--- src/rtl/ldpc_iter_sched.sv ---
// LDPC iteration scheduler: sequences INIT, ROW/COL message passes and the parity CHECK, driving both message-SRAM address ports.
// Latency: INIT N_ENTRY cycles, each iteration 2*(N_ENTRY+2)+1 cycles, then a 1-cycle DONE pulse.
// Backpressure: none; i_val is only honoured in IDLE. Build option: define LDPC_SCHED_EARLY_TERM_EN to stop on parity.
module ldpc_iter_sched #(
    parameter int N_ENTRY  = 16,
    parameter int LOOP_MAX = 20
) (
    input  logic       clk,
    input  logic       rst,
    input  logic       i_val,
    input  logic       i_parity_ok,
    output logic       o_busy,
    output logic [1:0] o_phase,
    output logic [7:0] o_raddr_alpha,
    output logic [7:0] o_waddr_alpha,
    output logic [7:0] o_raddr_beta,
    output logic [7:0] o_waddr_beta,
    output logic       o_wen_alpha,
    output logic       o_wen_beta,
    output logic [6:0] o_loop,
    output logic       o_done,
    output logic       o_converged
);

    typedef enum logic [2:0] {
        S_IDLE,
        S_INIT,
        S_ROW,
        S_COL,
        S_CHECK,
        S_DONE
    } state_t;

    // Phase counter needs 9 bits: a ROW/COL pass runs N_ENTRY+2 cycles (up to 258).
    localparam logic [8:0] INIT_LAST  = 9'(N_ENTRY - 1);
    localparam logic [8:0] PASS_LAST  = 9'(N_ENTRY + 1);
    localparam logic [8:0] RD_END     = 9'(N_ENTRY);
    localparam logic [8:0] WR_START   = 9'd2;
    localparam logic [6:0] LOOP_LAST  = 7'(LOOP_MAX - 1);

    state_t     state_q, state_d;
    logic [8:0] cnt_q, cnt_d;
    logic [6:0] loop_q, loop_d;
    logic       conv_q, conv_d;
    logic       last_iter;
    logic       terminate;
    logic [7:0] wr_addr;

    // Writes trail reads by two cycles: one SRAM read latency plus one datapath register.
    assign wr_addr = cnt_q[7:0] - 8'd2;

    // Termination decision evaluated while in CHECK.
    always_comb begin
        last_iter = (loop_q == LOOP_LAST);
`ifdef LDPC_SCHED_EARLY_TERM_EN
        terminate = last_iter || i_parity_ok;
`else
        terminate = last_iter;
`endif
    end

    // Next-state, counters and decoded memory controls.
    always_comb begin
        state_d       = state_q;
        cnt_d         = cnt_q;
        loop_d        = loop_q;
        conv_d        = conv_q;
        o_phase       = 2'd0;
        o_raddr_alpha = 8'd0;
        o_waddr_alpha = 8'd0;
        o_raddr_beta  = 8'd0;
        o_waddr_beta  = 8'd0;
        o_wen_alpha   = 1'b0;
        o_wen_beta    = 1'b0;
        o_done        = 1'b0;
        case (state_q)
            S_IDLE: begin
                if (i_val) begin
                    state_d = S_INIT;
                    cnt_d   = 9'd0;
                    loop_d  = 7'd0;
                    conv_d  = 1'b0;
                end
            end
            S_INIT: begin
                o_phase      = 2'd1;
                o_wen_beta   = 1'b1;
                o_waddr_beta = cnt_q[7:0];
                if (cnt_q == INIT_LAST) begin
                    state_d = S_ROW;
                    cnt_d   = 9'd0;
                end else begin
                    cnt_d = cnt_q + 9'd1;
                end
            end
            S_ROW: begin
                o_phase = 2'd2;
                if (cnt_q < RD_END) begin
                    o_raddr_beta = cnt_q[7:0];
                end
                if (cnt_q >= WR_START) begin
                    o_wen_alpha   = 1'b1;
                    o_waddr_alpha = wr_addr;
                end
                if (cnt_q == PASS_LAST) begin
                    state_d = S_COL;
                    cnt_d   = 9'd0;
                end else begin
                    cnt_d = cnt_q + 9'd1;
                end
            end
            S_COL: begin
                o_phase = 2'd3;
                if (cnt_q < RD_END) begin
                    o_raddr_alpha = cnt_q[7:0];
                end
                if (cnt_q >= WR_START) begin
                    o_wen_beta   = 1'b1;
                    o_waddr_beta = wr_addr;
                end
                if (cnt_q == PASS_LAST) begin
                    state_d = S_CHECK;
                    cnt_d   = 9'd0;
                end else begin
                    cnt_d = cnt_q + 9'd1;
                end
            end
            S_CHECK: begin
                loop_d = loop_q + 7'd1;
                if (terminate) begin
                    state_d = S_DONE;
                    conv_d  = i_parity_ok;
                end else begin
                    state_d = S_ROW;
                    cnt_d   = 9'd0;
                end
            end
            S_DONE: begin
                o_done  = 1'b1;
                state_d = S_IDLE;
            end
            default: begin
                state_d = S_IDLE;
            end
        endcase
    end

    // State and counter registers with synchronous reset.
    always_ff @(posedge clk) begin
        if (rst) begin
            state_q <= S_IDLE;
            cnt_q   <= 9'd0;
            loop_q  <= 7'd0;
            conv_q  <= 1'b0;
        end else begin
            state_q <= state_d;
            cnt_q   <= cnt_d;
            loop_q  <= loop_d;
            conv_q  <= conv_d;
        end
    end

    assign o_busy      = (state_q != S_IDLE);
    assign o_loop      = loop_q;
    assign o_converged = conv_q;

endmodule
--- config.mk ---
export PLATFORM = sky130hd
export DESIGN_NAME = ldpc_iter_sched
export DESIGN_NICKNAME = d
export VERILOG_FILES = /design/src/rtl/ldpc_iter_sched.sv
export SDC_FILE = /design/constraint.sdc
export NUM_CORES = 1
export LEC_CHECK = 0
export CAP_MARGIN = 20
export CORE_ASPECT_RATIO = 0.8
export CORE_MARGIN = 3
export CORE_UTILIZATION = 35
export DETAILED_ROUTE_END_ITERATION = 16
export GPL_TIMING_DRIVEN = 0
export PLACE_DENSITY = 0.7
export SYNTH_ARGS = -nofsm -noshare
export SYNTH_HDL_FRONTEND = slang
export SYNTH_SLANG_ARGS = --single-unit
--- constraint.sdc ---
create_clock -name clk -period 1.9 [get_ports clk]
set_input_delay 0.285 -clock clk [delete_from_list [all_inputs] [get_ports clk]]
set_output_delay 0.285 -clock clk [all_outputs]
set_load 0.02 [all_outputs]
==> run_results.csv, run 1 <==
group,metric,value,unit
place,placed_area,2095,µm²
global_route,antenna_found_initial,0,
sta,timing.fmax,460.9,MHz
logic_synthesis,seq_area_frac_synth,25.32,%
logic_synthesis,yosys.area_share.simple,33.78,%
pwr,power.ir.vdd_worst,0.5587,mV
sta,hold-worst-slack,490.3,ps
pwr,pwr-share-seq,25.5,%
floorplan,die_area,5366,µm²
logic_synthesis,syn_area,1582,µm²
logic_synthesis,post_synth_edffs,0,
logic_synthesis,synth_seq_cells,20,
route,drt-wirelength-per-cell,14.84,µm
sta,max_slew.worst_pin.slew,587.3,ps
pwr,p_clk_share,13.5,%
floorplan,die_height,66.13,µm
clock_tree,clock_path_buffers,2,
clock_tree,clock_latency,260,ps
setup_path,crit_path_max_incr_delay,430,ps
sta,slew-limit-headroom,60.28,%
floorplan,die_x,81.16,µm
setup_path,worst_path_most_repeated_cell,"buf_6",
final_layout,layout.cells.most_common_list,"31 x buf_4, 21 x nand2_1, 16 x buf_6",
sta,final.setup.worst_slack,-269.6,ps
setup_path,critical_path.cell_chain,"inv_8, ha_4, a311o_2, o21ai_4, buf_6, nor2_4, buf_6",
clock_tree,clkSlewWorstSetupHoldPaths,70,ps
setup_path,cp.buffers_inverters,3,
logic_synthesis,syn_avg_cell_area,7.460,µm²
sta,rsz0062_at_grt,"true",
final_layout,finish.instance_area,2432,µm²
status,violations,"negative setup slack",
final_layout,antenna-diode-count,0,
pwr,power.total,2.032,mW
status,outcome,"finished, violations left",
floorplan,core_area,4257,µm²
setup_path,cpLargestDelayFamily,"compound AO/OA/AOI/OAI gates",
setup_path,arrival_time_of_the_worst_setup_path,1880,ps
floorplan,core.rowCount,21,
route,finalWirelength,5016,µm
clock_tree,cts_tree,"built",
pwr,power.net_switching,893.2,µW
global_route,first_global_vias,1601,
place,pre_cts_ws,-705.9,ps
logic_synthesis,postSynth.asyncResetShare,0,%
pwr,sw_frac_of_total,43.96,%
clock_tree,cts_hold_buffers,0,
global_route,grt_use_total,19.03,%
min_path,timing.hold.worst.class,"register to register",
route,detail_route.drc_violations,0,
setup_path,crit_path_start_kind,"register",
setup_path,critical_path.slowest_cell,"a311o_2",
logic_synthesis,synthesized_area_fraction_occupied_by_xor_and_xnor_cells,2.215,%
route,drtIter0Drc,136,
route,route.vias.total,1828,
route,vias_per_cell,5.408,
final_layout,filler_cell_count,395,
run,drv_cap,0,
clock_tree,tritoncts_num_sinks,20,
final_layout,fin_nets,293,
floorplan,floorplan.initialDensity,37.15,%
global_route,global_route.overflow_total,0,
logic_synthesis,muxShareOfSynthArea,0.6329,%
global_route,grt_max_degree,11,
final_layout,final_core_util,57.14,%
logic_synthesis,postSynthCellCount,212,
pwr,internal_power,1.139,mW
pwr,power_leakage,1.035,nW
logic_synthesis,synthAdderAreaFrac,4.747,%
global_route,wire_length_of_the_first_global_routing_pass,8004,µm
setup_path,critical_path_peak_fanout,6,
floorplan,io_pins,50,
sta,slew_viol_final,0,
pwr,pwr_density_cell,835.3,nW/µm²
sta,finalSetupViolations,25,
place,globalplace.congestion,0.9167,
logic_synthesis,synth-main-ff-cell,"dfxtp_1",
sta,final_min_period_over_clock_period,114.2,%
setup_path,end_kind,"output port",
clock_tree,numCtsBuffers,3,
sta,finalHoldViolations,0,
final_layout,layout.cells.most_common,"buf_4",
route,post_drt_antenna_nets,0,
sta,post_route_minimum_period,2170,ps
final_layout,flow.area_growth_from_synthesis,53.80,%
logic_synthesis,yosysWarnings,0,
clock_tree,cts_root_buffer,"clkbuf_8",
place,hpwlAfterDp,3469,µm
clock_tree,cts_max_level,1,
logic_synthesis,fraction_of_the_mapped_netlist_area_in_compound_gates,23.02,%
route,drtPass1Iterations,7,
logic_synthesis,synth_top_family_by_area,"simple AND/OR/NAND/NOR gates",
pwr,p_comb_share,61.0,%
sta,finClkSkew,3.196,ps
place,place.port_buffers,41,
final_layout,drive_above_1_share,37.37,%
setup_path,critical_path_class,"register to output port",
setup_path,timing.critical_path.required,1620,ps
logic_synthesis,synthDistinctLibCells,54,
## metrics by stage
step	cells	TNS [ps]
6_report	338	-3887
5_1_grt	338	-6228
4_1_cts	330	-3318
3_5_place_dp	317	-16220
3_3_place_gp	317	-15430
2_1_floorplan	219	-202.8
## cell families after synthesis
kind of cell | after synthesis
buffers and inverters | 29
adders and majority gates | 6
and+or+nand+nor | 99
DFF | 20
xor gates and xnor gates | 4
AOI/OAI and AO/OA | 52
muxes | 1
other | 1
## cell usage after synthesis, drive strengths merged (2+ instances only)
cell,count,area (µm²)
nand2,23,86.33
nor2,22,85.09
dfxtp,20,400.4
buf,14,102.6
a21oi,13,65.06
inv,12,45.04
nand3,12,60.06
o21ai,10,53.80
o221ai,7,61.31
and2,6,37.54
ha,6,75.07
nor3,5,25.02
nor4,5,46.29
nand2b,4,25.02
o22ai,4,25.02
a211oi,3,27.52
and3,3,18.77
clkbuf,3,11.26
nand3b,3,22.52
nor3b,3,27.52
xnor2,3,26.28
a311oi,2,17.52
nand4,2,12.51
o21bai,2,18.77
o311ai,2,17.52
or3b,2,17.52
or4,2,15.01
## area by class of cell
type                            count  area [µm²]  area share [%]
Sequential cell                    20       412.9           16.98
Tap cell                           57       71.32           2.932
Clock buffer                        3       41.29           1.698
Multi-Input combinational cell    170        1215           49.95
Timing Repair Buffer               60       511.7           21.04
Buffer                             16       122.6           5.041
Inverter                           12       57.56           2.366
## worst reg2reg max path, cell delays in order (launching register included)
cell and delay [ps]:
dfxtp_4 380, inv_6 70, buf_4 100, ha_1 150
nor4bb_2 500, a21oi_2 210, a211o_1 300, a221oi_1 260
## path summary, 6_finish.rpt
path | from | depth (start not counted) | slack, ps | to
max | cnt_q[2] | 7 | -270 | o_waddr_alpha[4]
min | o_converged | 2 | 490 | o_converged
max reg2reg | cnt_q[1] | 7 | -160 | state_q[0]
min reg2reg | o_converged | 2 | 490 | o_converged
## flip-flops by register name, summed over array words and instances (netlist names)
register	flops
state_q	3
o_converged	1
o_loop	7
cnt_q	9
## power by group through the flow
stage	Sequential (mW)	Clock (mW)	Combinational [mW]
detailed placement	0.520	0	0.950
global route	0.525	0.299	1.34
global placement	0.520	0	0.945
floorplan	0.505	0	0.657
finish	0.518	0.275	1.24
CTS	0.515	0.283	1.10
## repair_timing
item	in CTS	in global routing
buffers inserted	10	9
setup endpoints to repair	38	33
resized for setup	172	31
pin swaps	10	11
## metal layers
metal  wire length, µm  vias up  track usage (%)
met2              2390       82            30.94
met4                11        0            2.110
met3               373        2            3.270
met5                 0        -                0
met1              2240      856            27.02
li1                  -      888                -
Note: power is estimated with default switching activity, not from simulation.
==> inputs of run 2 (changes only) <==
Settings changed: CORE_MARGIN 3 to 1, PLACE_DENSITY 0.7 to 0.74.
==> run 2 against run 1 <==
The run still ends with negative setup slack left. Clock power is essentially flat. Final cell count increased by 1.2%. Critical path depth down 1. Register-to-register slack improved by 100 ps. Utilization rose by 3.1 points. Critical path type unchanged. Highest routed layer unchanged.
==> run_results.csv, run 2 (synthesized netlist as in run 1, its figures left out) <==
group,metric,value,unit
final_layout,largest_register,"cnt_q",
final_layout,fin_nets,297,
clock_tree,cts_root_buffer,"clkbuf_8",
setup_path,timing.critical_path.required,1620,ps
route,finalWirelength,5207,µm
clock_tree,cts_max_level,1,
global_route,met1_usage,28.16,%
final_layout,flow.area_growth_from_synthesis,62.03,%
sta,slew-limit-headroom,60.46,%
sta,rsz0062_at_grt,"true",
place,globalplace.congestion,0.9282,
pwr,pwr-share-seq,25.1,%
sta,timing.fmax,470.4,MHz
min_path,min_from,"o_converged",
final_layout,finish.instance_area,2562,µm²
place,hpwlAfterDp,3246,µm
sta,fin_tns_setup,-3181,ps
clock_tree,clock_path_buffers,2,
status,outcome,"finished, violations left",
floorplan,core_area,4257,µm²
global_route,wire_length_of_the_first_global_routing_pass,7672,µm
setup_path,critical_path_class,"register to output port",
sta,finalSetupViolations,19,
floorplan,io_pins,50,
global_route,grt_max_degree,11,
final_layout,layout.cells.most_common,"buf_4",
pwr,p_comb_share,61.4,%
pwr,pwr_density_cell,804.2,nW/µm²
final_layout,largest_register_ff_count,9,
sta,finalHoldViolations,0,
sta,final_min_period_over_clock_period,111.9,%
sta,final.setup.worst_slack,-225.8,ps
status,violations,"negative setup slack",
sta,finClkSkew,6.292,ps
place,place.port_buffers,41,
route,route.vias.total,1884,
floorplan,floorplan.initialDensity,37.15,%
clock_tree,cts_hold_buffers,0,
clock_tree,numCtsBuffers,3,
final_layout,layout.cells.most_common_list,"30 x buf_4, 22 x buf_6, 21 x nand2_1",
run,drv_cap,0,
setup_path,rr_startpoint,"cnt_q[2]",
route,drtIter0Drc,176,
route,detail_route.drc_violations,0,
global_route,grt_use_total,19.30,%
min_path,timing.hold.worst.class,"register to register",
final_layout,antenna-diode-count,0,
clock_tree,clock_latency,260,ps
global_route,first_global_vias,1586,
floorplan,core.rowCount,21,
pwr,power.net_switching,929.9,µW
pwr,power_leakage,1.083,nW
global_route,grt_busiest_layer,"met2",
floorplan,die_x,77.16,µm
setup_path,crit_path_start_kind,"register",
route,drt-wirelength-per-cell,15.23,µm
floorplan,die_area,4793,µm²
global_route,grt_util_met3,2.794,%
pwr,power.total,2.061,mW
pwr,sw_frac_of_total,45.13,%
clock_tree,clkSlewWorstSetupHoldPaths,80,ps
sta,post_route_minimum_period,2126,ps
sta,max_slew.worst_pin.slew,584.6,ps
global_route,global_route.overflow_total,0,
pwr,power.ir.vdd_worst,0.5389,mV
global_route,antenna_found_initial,0,
route,vias_per_cell,5.509,
sta,slew_viol_final,0,
setup_path,critPathLaunch,"cnt_q[0]",
route,drtPass1Iterations,4,
floorplan,die_height,62.13,µm
global_route,globalRouteMet2Util,29.87,%
final_layout,drive_above_1_share,40.00,%
setup_path,critical_path_peak_fanout,7,
final_layout,filler_cell_count,356,
setup_path,end_kind,"output port",
pwr,p_clk_share,13.5,%
setup_path,arrival_time_of_the_worst_setup_path,1840,ps
clock_tree,tritoncts_num_sinks,20,
route,post_drt_antenna_nets,0,
place,placed_area,2095,µm²
pwr,internal_power,1.131,mW
clock_tree,cts_tree,"built",
## run 2: final cells by class
cell class              instances  area (µm²)  share of cell area, %
multi-input cells             170        1290                  50.34
flip-flops and latches         20       410.4                  16.02
plain buffers                  17       127.6                  4.980
inverters                      12       55.05                  2.148
repair buffers                 63       566.8                  22.12
clock buffers                   3       41.29                  1.611
well taps                      57       71.32                  2.783
## run 2: layer usage
| layer | routed length, µm | vias to the layer above |
|---|---|---|
| li1 | - | 898 |
| met1 | 2353 | 884 |
| met2 | 2435 | 88 |
| met3 | 298 | 14 |
| met4 | 120 | 0 |
| met5 | 0 | - |
## run 2: worst max-delay path, cell delays in order (launching register included)
cell and delay (ps):
dfxtp_2 410, inv_1 160, a311o_2 420, o21bai_4 210, buf_6 140, mux2i_1 70
buf_4 170
## run 2: power groups by stage
stage	registers [mW]	logic, mW	clock network [mW]
5_1_grt	0.525	1.36	0.304
3_5_place_dp	0.521	0.945	0
3_3_place_gp	0.520	0.939	0
4_1_cts	0.516	1.11	0.279
2_1_floorplan	0.505	0.657	0
6_report	0.518	1.26	0.278
## run 2: worst paths after layout
check                    end  slack [ps]  cells after the start
min reg2reg      o_converged         480                      2
max reg2reg       state_q[0]         -60                      5
min              o_converged         480                      2
max          o_waddr_beta[1]        -230                      6
## run 2: timing repair
item,in CTS,in global routing
endpoints found under the setup margin,37,33
buffers inserted,15,7
pin swaps,7,13
resized for setup,185,36
## run 2: through the flow
stage	utilization [%]	worst slack, ps	cells	hold WS [ps]
2_1_floorplan	-	-101.4	219	363.7
3_3_place_gp	49.21	-666.0	317	465.1
3_5_place_dp	49.21	-711.9	317	474.4
4_1_cts	55.76	-185.6	335	484.8
5_1_grt	60.20	-329.7	342	501.1
6_report	60.20	-225.8	342	482.9
